<file path="src/rtl/mc_control_pkg.sv">
// rtl/mc_control_pkg.sv - shared opcode, ALU code and state encodings for the multicycle controller
package mc_control_pkg;

  localparam logic [2:0] ST_IDLE = 3'd0;
  localparam logic [2:0] ST_IF   = 3'd1;
  localparam logic [2:0] ST_DEC  = 3'd2;
  localparam logic [2:0] ST_EX   = 3'd3;
  localparam logic [2:0] ST_MEM  = 3'd4;
  localparam logic [2:0] ST_WB   = 3'd5;

  localparam logic [5:0] OP_RTYPE = 6'b100000;
  localparam logic [5:0] OP_LI    = 6'b111000;
  localparam logic [5:0] OP_LUI   = 6'b111001;
  localparam logic [5:0] OP_ADDI  = 6'b110000;
  localparam logic [5:0] OP_ANDI  = 6'b110010;
  localparam logic [5:0] OP_ORI   = 6'b110011;
  localparam logic [5:0] OP_B     = 6'b111111;
  localparam logic [5:0] OP_BEQ   = 6'b000000;
  localparam logic [5:0] OP_BNE   = 6'b000001;
  localparam logic [5:0] OP_LW    = 6'b001111;
  localparam logic [5:0] OP_LB    = 6'b000011;
  localparam logic [5:0] OP_SW    = 6'b011111;
  localparam logic [5:0] OP_SB    = 6'b000111;

  localparam logic [3:0] ALU_ADD = 4'b0000;
  localparam logic [3:0] ALU_SUB = 4'b0001;
  localparam logic [3:0] ALU_AND = 4'b0010;
  localparam logic [3:0] ALU_OR  = 4'b0011;

  typedef struct packed {
    logic       alu_wb;     // EX goes straight to WB
    logic       load;
    logic       store;
    logic       byte_acc;
    logic       imm;
    logic       rd_b;
    logic       br_uncond;
    logic       br_eq;
    logic       br_ne;
    logic [3:0] alu_func;
  } dec_t;

endpackage

</file>
<file path="src/rtl/mc_control_decoder.sv">
// rtl/mc_control_decoder.sv - combinational opcode-to-class decoder (mc_decoder)
module mc_decoder
  import mc_control_pkg::*;
(
  input  logic [5:0] opcode,
  input  logic [3:0] func_lo,
  output dec_t       dec
);

  always_comb begin
    dec = '0;
    case (opcode)
      OP_RTYPE: begin
        dec.alu_wb   = 1'b1;
        dec.alu_func = func_lo;
      end
      OP_LI, OP_LUI, OP_ADDI: begin
        dec.alu_wb   = 1'b1;
        dec.imm      = 1'b1;
        dec.alu_func = ALU_ADD;
      end
      OP_ANDI: begin
        dec.alu_wb   = 1'b1;
        dec.imm      = 1'b1;
        dec.alu_func = ALU_AND;
      end
      OP_ORI: begin
        dec.alu_wb   = 1'b1;
        dec.imm      = 1'b1;
        dec.alu_func = ALU_OR;
      end
      OP_B: dec.br_uncond = 1'b1;
      OP_BEQ: begin
        dec.br_eq    = 1'b1;
        dec.rd_b     = 1'b1;
        dec.alu_func = ALU_SUB;
      end
      OP_BNE: begin
        dec.br_ne    = 1'b1;
        dec.rd_b     = 1'b1;
        dec.alu_func = ALU_SUB;
      end
      OP_LW: begin
        dec.load = 1'b1;
        dec.imm  = 1'b1;
      end
      OP_LB: begin
        dec.load     = 1'b1;
        dec.imm      = 1'b1;
        dec.byte_acc = 1'b1;
      end
      OP_SW: begin
        dec.store = 1'b1;
        dec.imm   = 1'b1;
        dec.rd_b  = 1'b1;
      end
      OP_SB: begin
        dec.store    = 1'b1;
        dec.imm      = 1'b1;
        dec.rd_b     = 1'b1;
        dec.byte_acc = 1'b1;
      end
      default: ; // illegal opcodes fall through as a NOP
    endcase
  end

endmodule

</file>
<file path="src/rtl/mc_control.sv">
// rtl/mc_control.sv - multicycle CPU control FSM with variable-latency memory stage
module mc_control
  import mc_control_pkg::*;
#(
  parameter int MEM_WAIT = 1
) (
  input  logic        clk,
  input  logic        rst_n,
  input  logic [31:0] instr,
  input  logic        alu_zero,
  output logic        IR_LdEn,
  output logic        PC_LdEn,
  output logic        PC_sel,
  output logic        RF_WrEn,
  output logic        RF_WrData_sel,
  output logic        RF_B_sel,
  output logic        ALU_Bin_sel,
  output logic [3:0]  ALU_func,
  output logic        Mem_WrEn,
  output logic        Mem_In_Out_Sel,
  output logic [2:0]  state
);

  localparam logic [3:0] MEM_INIT = 4'(MEM_WAIT - 1);

  logic [2:0] state_q, state_d;
  logic [3:0] cnt_q, cnt_d;
  dec_t       dec;
  logic       active;
  logic       is_ctrl;
  logic       unused_instr;

  assign unused_instr = ^instr[25:4];

  mc_decoder u_decoder (
    .opcode  (instr[31:26]),
    .func_lo (instr[3:0]),
    .dec     (dec)
  );

  // Branches and illegal opcodes retire in EX.
  assign is_ctrl = ~(dec.alu_wb | dec.load | dec.store);
  assign active  = (state_q == ST_DEC) || (state_q == ST_EX) ||
                   (state_q == ST_MEM) || (state_q == ST_WB);
  assign state   = state_q;

  always_comb begin
    state_d = ST_IF;
    cnt_d   = 4'd0;
    case (state_q)
      ST_IDLE: state_d = ST_IF;
      ST_IF:   state_d = ST_DEC;
      ST_DEC:  state_d = ST_EX;
      ST_EX: begin
        if (dec.alu_wb) begin
          state_d = ST_WB;
        end else if (dec.load || dec.store) begin
          state_d = ST_MEM;
          cnt_d   = MEM_INIT;
        end else begin
          state_d = ST_IF;
        end
      end
      ST_MEM: begin
        if (cnt_q != 4'd0) begin
          state_d = ST_MEM;
          cnt_d   = cnt_q - 4'd1;
        end else begin
          state_d = dec.load ? ST_WB : ST_IF;
        end
      end
      ST_WB:   state_d = ST_IF;
      default: state_d = ST_IF;
    endcase
  end

  always_ff @(posedge clk or negedge rst_n) begin
    if (!rst_n) begin
      state_q <= ST_IDLE;
      cnt_q   <= 4'd0;
    end else begin
      state_q <= state_d;
      cnt_q   <= cnt_d;
    end
  end

  // All outputs decode from state_q, so the async reset clears them at once.
  always_comb begin
    IR_LdEn        = (state_q == ST_IF);
    PC_LdEn        = 1'b0;
    PC_sel         = 1'b0;
    RF_WrEn        = 1'b0;
    RF_WrData_sel  = 1'b0;
    RF_B_sel       = 1'b0;
    ALU_Bin_sel    = 1'b0;
    ALU_func       = 4'd0;
    Mem_WrEn       = 1'b0;
    Mem_In_Out_Sel = 1'b0;
    if (active) begin
      ALU_func    = dec.alu_func;
      ALU_Bin_sel = dec.imm;
      RF_B_sel    = dec.rd_b;
    end
    case (state_q)
      ST_EX: begin
        if (is_ctrl) begin
          PC_LdEn = 1'b1;
          PC_sel  = dec.br_uncond | (dec.br_eq & alu_zero) | (dec.br_ne & ~alu_zero);
        end
      end
      ST_MEM: begin
        Mem_In_Out_Sel = dec.byte_acc;
        Mem_WrEn       = dec.store && (cnt_q == MEM_INIT);
        PC_LdEn        = dec.store && (cnt_q == 4'd0);
      end
      ST_WB: begin
        RF_WrEn        = 1'b1;
        RF_WrData_sel  = dec.load;
        PC_LdEn        = 1'b1;
        Mem_In_Out_Sel = dec.byte_acc;
      end
      default: ;
    endcase
  end

endmodule
</file>
<file path="config.mk">
export PLATFORM = sky130hd
export DESIGN_NAME = mc_control
export DESIGN_NICKNAME = d
export VERILOG_FILES = /design/src/rtl/mc_control_pkg.sv /design/src/rtl/mc_control_decoder.sv /design/src/rtl/mc_control.sv
export SDC_FILE = /design/constraint.sdc
export NUM_CORES = 1
export LEC_CHECK = 0
export ABC_AREA = 0
export CAP_MARGIN = 30
export CORE_MARGIN = 4
export CORE_UTILIZATION = 36
export CTS_CLUSTER_DIAMETER = 60
export CTS_CLUSTER_SIZE = 8
export DETAILED_ROUTE_END_ITERATION = 7
export PLACE_DENSITY = 0.84
export SLEW_MARGIN = 20
export SYNTH_ARGS = -nofsm -noshare
export SYNTH_HDL_FRONTEND = slang
export SYNTH_SLANG_ARGS = --single-unit
</file>
<file path="constraint.sdc">
create_clock -name clk -period 3.4 [get_ports clk]
set_input_delay 0.85 -clock clk [delete_from_list [all_inputs] [get_ports clk]]
set_output_delay 0.85 -clock clk [all_outputs]
set_load 0.01 [all_outputs]
</file>
Word-level counts from Yosys, hierarchy flattened. Cells that the tools add are included.

Flip-flop bits (word level): 7. Output and inout bits: 16. Logic and storage cells: 71.

$add $sub $neg: 1. Equality and inequality tests: 17. Muxes and demuxes: 28. Bitwise logic cells: 7. Reductions and logical operators: 16.

Operator list (number): == test 6 bit, second input constant (7); 2-to-1 mux 1 bit (18); case mux 4 bit (4 select lines) (1); 2-to-1 mux 3 bit (4); 2-to-1 mux 4 bit (3); case mux 3 bit (4 select lines) (1); OR reduction 2 bit (5); OR reduction 9 bit (1); == test 3 x 2 -> 1 bit, second input constant (2); == test 3 bit, second input constant (2); == test 6 x 1 -> 1 bit, second input constant (1); == test 6 x 2 -> 1 bit, second input constant (1); == test 6 x 3 -> 1 bit, second input constant (1); == test 6 x 4 -> 1 bit, second input constant (1); == test 6 x 5 -> 1 bit, second input constant (1); logical NOT 6 bit (1); OR reduction 6 bit (1); logical NOT 4 bit (1); logical OR 1 bit (4); OR 1 bit (4); nonzero test 4 bit (1); OR reduction 4 bit (1); subtractor 4 x 1 -> 4 bit, second input constant (1); == test 3 x 1 -> 1 bit, second input constant (1); other kinds (4) (5).

Longest topological paths before layout.
Word-level depth: 7. Depth in mapped cells: 5.

Cells and area by module. Synthesis repeated with hierarchy kept, for this count alone.

Cell total of the unflattened synthesis: 95. Area total of the unflattened synthesis: 735.7 µm².

By module, submodules not included: mc_control (times used 1, cells an instance 53, area each 485.5 µm²); mc_decoder (times used 1, cells an instance 42, area each 250.2 µm²).

Worst setup path before layout. Ideal clock, no wire load.

Path kind: input -> output. From: in instr[29]. To: out ALU_func[2]. Arrival: 1.856 ns. Setup slack: 0.694 ns. Stages on the path: 4. Path through: buf_6 or4_4 nor3b_2 and2_1.

Cells in the longest elaborated chain, start to end: 4. Elaborated cells on any way between the ends: 8. Those cells by class: eq/ne (4); mux (2); reduce/logical (2).

RTL lines: start, declared (line mc_control.sv:9) `input logic [31:0] instr,`; == test 6 x 1 -> 1 bit or logical NOT 6 bit (tied branches) (line mc_control_decoder.sv:12) `case (opcode)`; OR reduction 2 bit (no source line); case mux 4 bit (4 select lines) * (line mc_control_decoder.sv:12); 2-to-1 mux 4 bit * (line mc_control.sv:99) `if (active) begin`; end, declared (line mc_control.sv:18) `output logic [3:0] ALU_func,`.

Every way passes the cells marked *; elsewhere a longest branch is shown, timed or not.

Worst setup path after layout.
From: in instr[28]. To: out PC_LdEn.

Cells in the longest elaborated chain, start to end: 7. Elaborated cells on any way between the ends: 21. Those cells by class: eq/ne (10); mux (5); bitwise (2); reduce/logical (4).

RTL lines: == test 6 bit (tied with other cells) (line mc_control_decoder.sv:12); OR reduction 6 bit (no source line) or OR reduction 2 bit (tied branches); 2-to-1 mux 1 bit (line mc_control_decoder.sv:12); OR 1 bit (2 in series) (line mc_control.sv:42) `assign is_ctrl = ~(dec.alu_wb | dec.load | dec.store);`; 2-to-1 mux 1 bit (line mc_control.sv:106) `if (is_ctrl) begin`; case mux 1 bit (3 select lines) * (line mc_control.sv:104) `case (state_q)`; end, declared (line mc_control.sv:12) `output logic PC_LdEn,`.

Marked as above.

==> metrics <==
depth of the CTS H-tree=1; met3 track demand over resource=2.01%; hpwl dp=1580 µm; CP arrival=about 2500 ps; Final Non-Filler Cells=roughly 160; CTS tree=done; Int Pwr=254 µW; Clock Power Share=17.9%; global-route layer with the greatest usage=met2; Switching Share=37.6%; vias in the first global route=~790; CP max-delay cell=clkdlybuf4s50_1; CP peak stage delay=480 ps; Remaining DRCs=0; CP dominant cell by count=buf_4; Yosys cell types=34; max-cap violations=0; Mapped Nets=126; Compound-Gate Fraction of Synth Area=between 10% and 20%; simple-gate portion of the synthesized area=between 30% and 40%; synth top area cells=dfrtp_1 (26%), xnor2_1 (7.7%), nor2_1 (6.0%); first-pass GRT wire length=3110 µm; Sequential Power Share=a little under a third; total global-route track usage=15.0%; Final Cycle Share=98.8%; Setup Fix Bufs, Post-CTS=0; cts bufs inserted=3; Ys Warns=0; Crit path required time=2550 ps; status=finished, final reports clean; critical path endpoint category=primary output; initial core utilization=38.8%; ANT nets after route=0; final hold viol count=0; dpl cells=approximately 150; Final Instance Area=between 1000 and 1500 µm²; layout cells sized above 1=20.5%; Comb power frac=between 50% and 60%; post-synthesis register bit count=7; core area=1760 µm²; post-synthesis mux area share=0%; Critical Path, Cell by Cell=clkdlybuf4s50_1 > buf_4 > and4b_1 > buf_4 > a31oi_1 > o21ai_0 > dlygate4sd2_1; Clock Skew=3.16 ps; final-report setup violation count=0; Antenna Cells=0; XOR/XNOR Fraction of Synth Area=7.68%; clk sinks=7; Fill cells=175; cells after synthesis=89; Iter 0 DRT Violations=18; Die Y=51.6 µm; Fmax=298 MHz; post-synthesis sequential area ratio=25.6%; Pwr Density=361 nW/µm²; Worst Hold Class=reg -> reg; first-pass detailed-route iteration total=4; Die Footprint=2660 µm²; row count=15; RePlAce Congestion=0.864; clock slew at reported path FFs=50 ps; Worst-Skew Late Latency=around 250 ps; total vias in the final route=roughly 800; area of the multi-input gates=482 µm²; leading area contributor after synthesis=dfrtp_1; VDD IR-drop max=about 250 µV; clk buf depth=2; Root Driver=clkbuf_4; initial antenna violation count=0; die span in x=51.6 µm; Top Ports=51; grt met2 use=27.8%; largest net degree at the start of global routing=10; Slew @ Worst Pin=541 ps; adder-cell share of the synthesized area=3.66%; GR Layer Usage met1=16.7%; post-synth top area share=25.6%; Slew Viols, Final=0; Slew headroom=63.7%; main combinational cell family by area after synthesis=simple AND/OR/NAND/NOR gates; Critical Path Fanout Max=8; DRT Wirelength=1890 µm; Final Critical Period=3360 ps; Final nets=170; area delta synth->final=64.7%; synthesized cell area=684 µm²; Reg area=175 µm²; Mean Syn Cell Area=7.69 µm²; WL/cell=approximately 12 µm; port bufs=28; switching power=~150 µW; Critical Path Source Type=input pin; P_leak=approximately 0.53 nW; global route overflow=0; Post-Place Cell Area=1080 µm²; worst setup path class=in -> out; vias per std cell=roughly 5.2
==> sequential cells by signal (all words and copies together), names as in the netlist <==
signal and count:
state 3, cnt_q 4
==> worst max-delay path, delay by kind of cell <==
family          cells  cell delay, ps
simple gates        1             250
buf+inv             4            1060
compound gates      2             340
==> path summary, 6_finish.rpt <==
| path | end | start | depth (start not counted) | slack [ps] |
|---|---|---|---|---|
| min in group asynchronous | state[0] | rst_n | 1 | 860 |
| max in group asynchronous | cnt_q[2] | rst_n | 1 | 2300 |
| max reg2reg | state[0] | cnt_q[0] | 5 | 1820 |
| min | cnt_q[0] | cnt_q[0] | 1 | 460 |
| min reg2reg | cnt_q[0] | cnt_q[0] | 1 | 460 |
| max | PC_LdEn | instr[28] | 7 | 40 |
==> per-layer routing <==
| metal | wire length (µm) | part of all wire [%] |
|---|---|---|
| met4 | 10 | 0.53 |
| met5 | 0 | 0 |
| met1 | 762 | 40 |
| met2 | 995 | 53 |
| met3 | 122 | 6.5 |
==> metrics by stage <==
step | setup WS (ps) | power (mW) | TNS, ps | util [%] | hold slack [ps]
final | 42.0 | 0.407 | 0 | 63.9 | 456
after global routing | -41.1 | 0.439 | -41.1 | 63.9 | 484
after CTS | 16.8 | 0.407 | 0 | 62.9 | 458
after detailed placement | -166 | 0.333 | -1110 | 61.5 | 451
after global placement | -150 | 0.329 | -888 | 61.5 | 438
after floorplan | 694 | 0.225 | 0 | - | 427
==> power groups by stage <==
stage / Clock (mW) / Combinational [mW] / Sequential [mW]
after floorplan: 0 / 0.0989 / 0.126
after global placement: 0 / 0.205 / 0.124
after detailed placement: 0 / 0.209 / 0.124
after CTS: 0.0763 / 0.207 / 0.123
after global routing: 0.0826 / 0.230 / 0.126
final: 0.0729 / 0.210 / 0.124
==> synth_stat cells <==
| cell | number |
|---|---|
| nor2_1 | 11 |
| dfrtp_1 | 7 |
| xnor2_1 | 6 |
| inv_1 | 5 |
| nor3_1 | 5 |
| o21ai_0 | 5 |
| a21oi_1 | 4 |
| and2_1 | 4 |
| buf_2 | 4 |
| nand2_1 | 4 |
| nand2b_1 | 3 |
| nand4_1 | 3 |
| nor3b_1 | 3 |
| a211oi_1 | 2 |
| ha_1 | 2 |
| nand3_1 | 2 |
| nor2b_1 | 2 |
| a21boi_0 | 1 |
| a21o_1 | 1 |
| a31oi_1 | 1 |
| and4b_1 | 1 |
| and4bb_2 | 1 |
| buf_6 | 1 |
| nor2_2 | 1 |
| nor3b_2 | 1 |
| nor4_1 | 1 |
| nor4bb_1 | 1 |
| o2111ai_1 | 1 |
| o211ai_1 | 1 |
| o21ai_1 | 1 |
| o21bai_1 | 1 |
| o31ai_1 | 1 |
| or3_1 | 1 |
| or4_4 | 1 |
==> what timing repair did <==
item,4_1_cts,5_1_grt
hold buffers,0,0
gates resized for setup,12,4
pin swaps,0,0
endpoints found under the hold margin,0,0
endpoints found under the setup margin,9,4
==> area by class of cell <==
type / instances / share of cell area (%)
tap: 25 / 2.77
timing repair buffer: 44 / 35.0
sequential: 7 / 15.5
clock buffer: 4 / 2.33
multi-input combinational: 72 / 42.7
inverter: 5 / 1.66
==> logic make-up after synthesis <==
kind of cell | after synthesis
buffers and inverters | 10
flip-flops | 7
adder cells (fa/ha/maj) | 2
AO/OA/AOI/OAI | 19
AND/OR/NAND/NOR | 45
XOR/XNOR | 6
==> layout by cell type (no fill, tap or decap), types with 2 or more instances in the layout <==
cell type	synthesis	routed
dlymetal6s2s_1	0	2
nand3_1	2	2
nand2b_1	3	3
inv_1	5	5
nor3b_1	3	3
clkdlybuf4s50_1	0	17
nor2_1	11	11
xnor2_1	6	6
nor2b_1	2	2
clkbuf_4	0	3
buf_4	0	16
nand4_1	3	3
and2_1	4	4
a21oi_1	4	4
dfrtp_1	7	7
a211oi_1	2	2
dlygate4sd2_1	0	9
ha_1	2	2
o21ai_0	5	4
nand2_1	4	4
nor3_1	5	5
No activity file was read; power rests on OpenSTA's default activity.
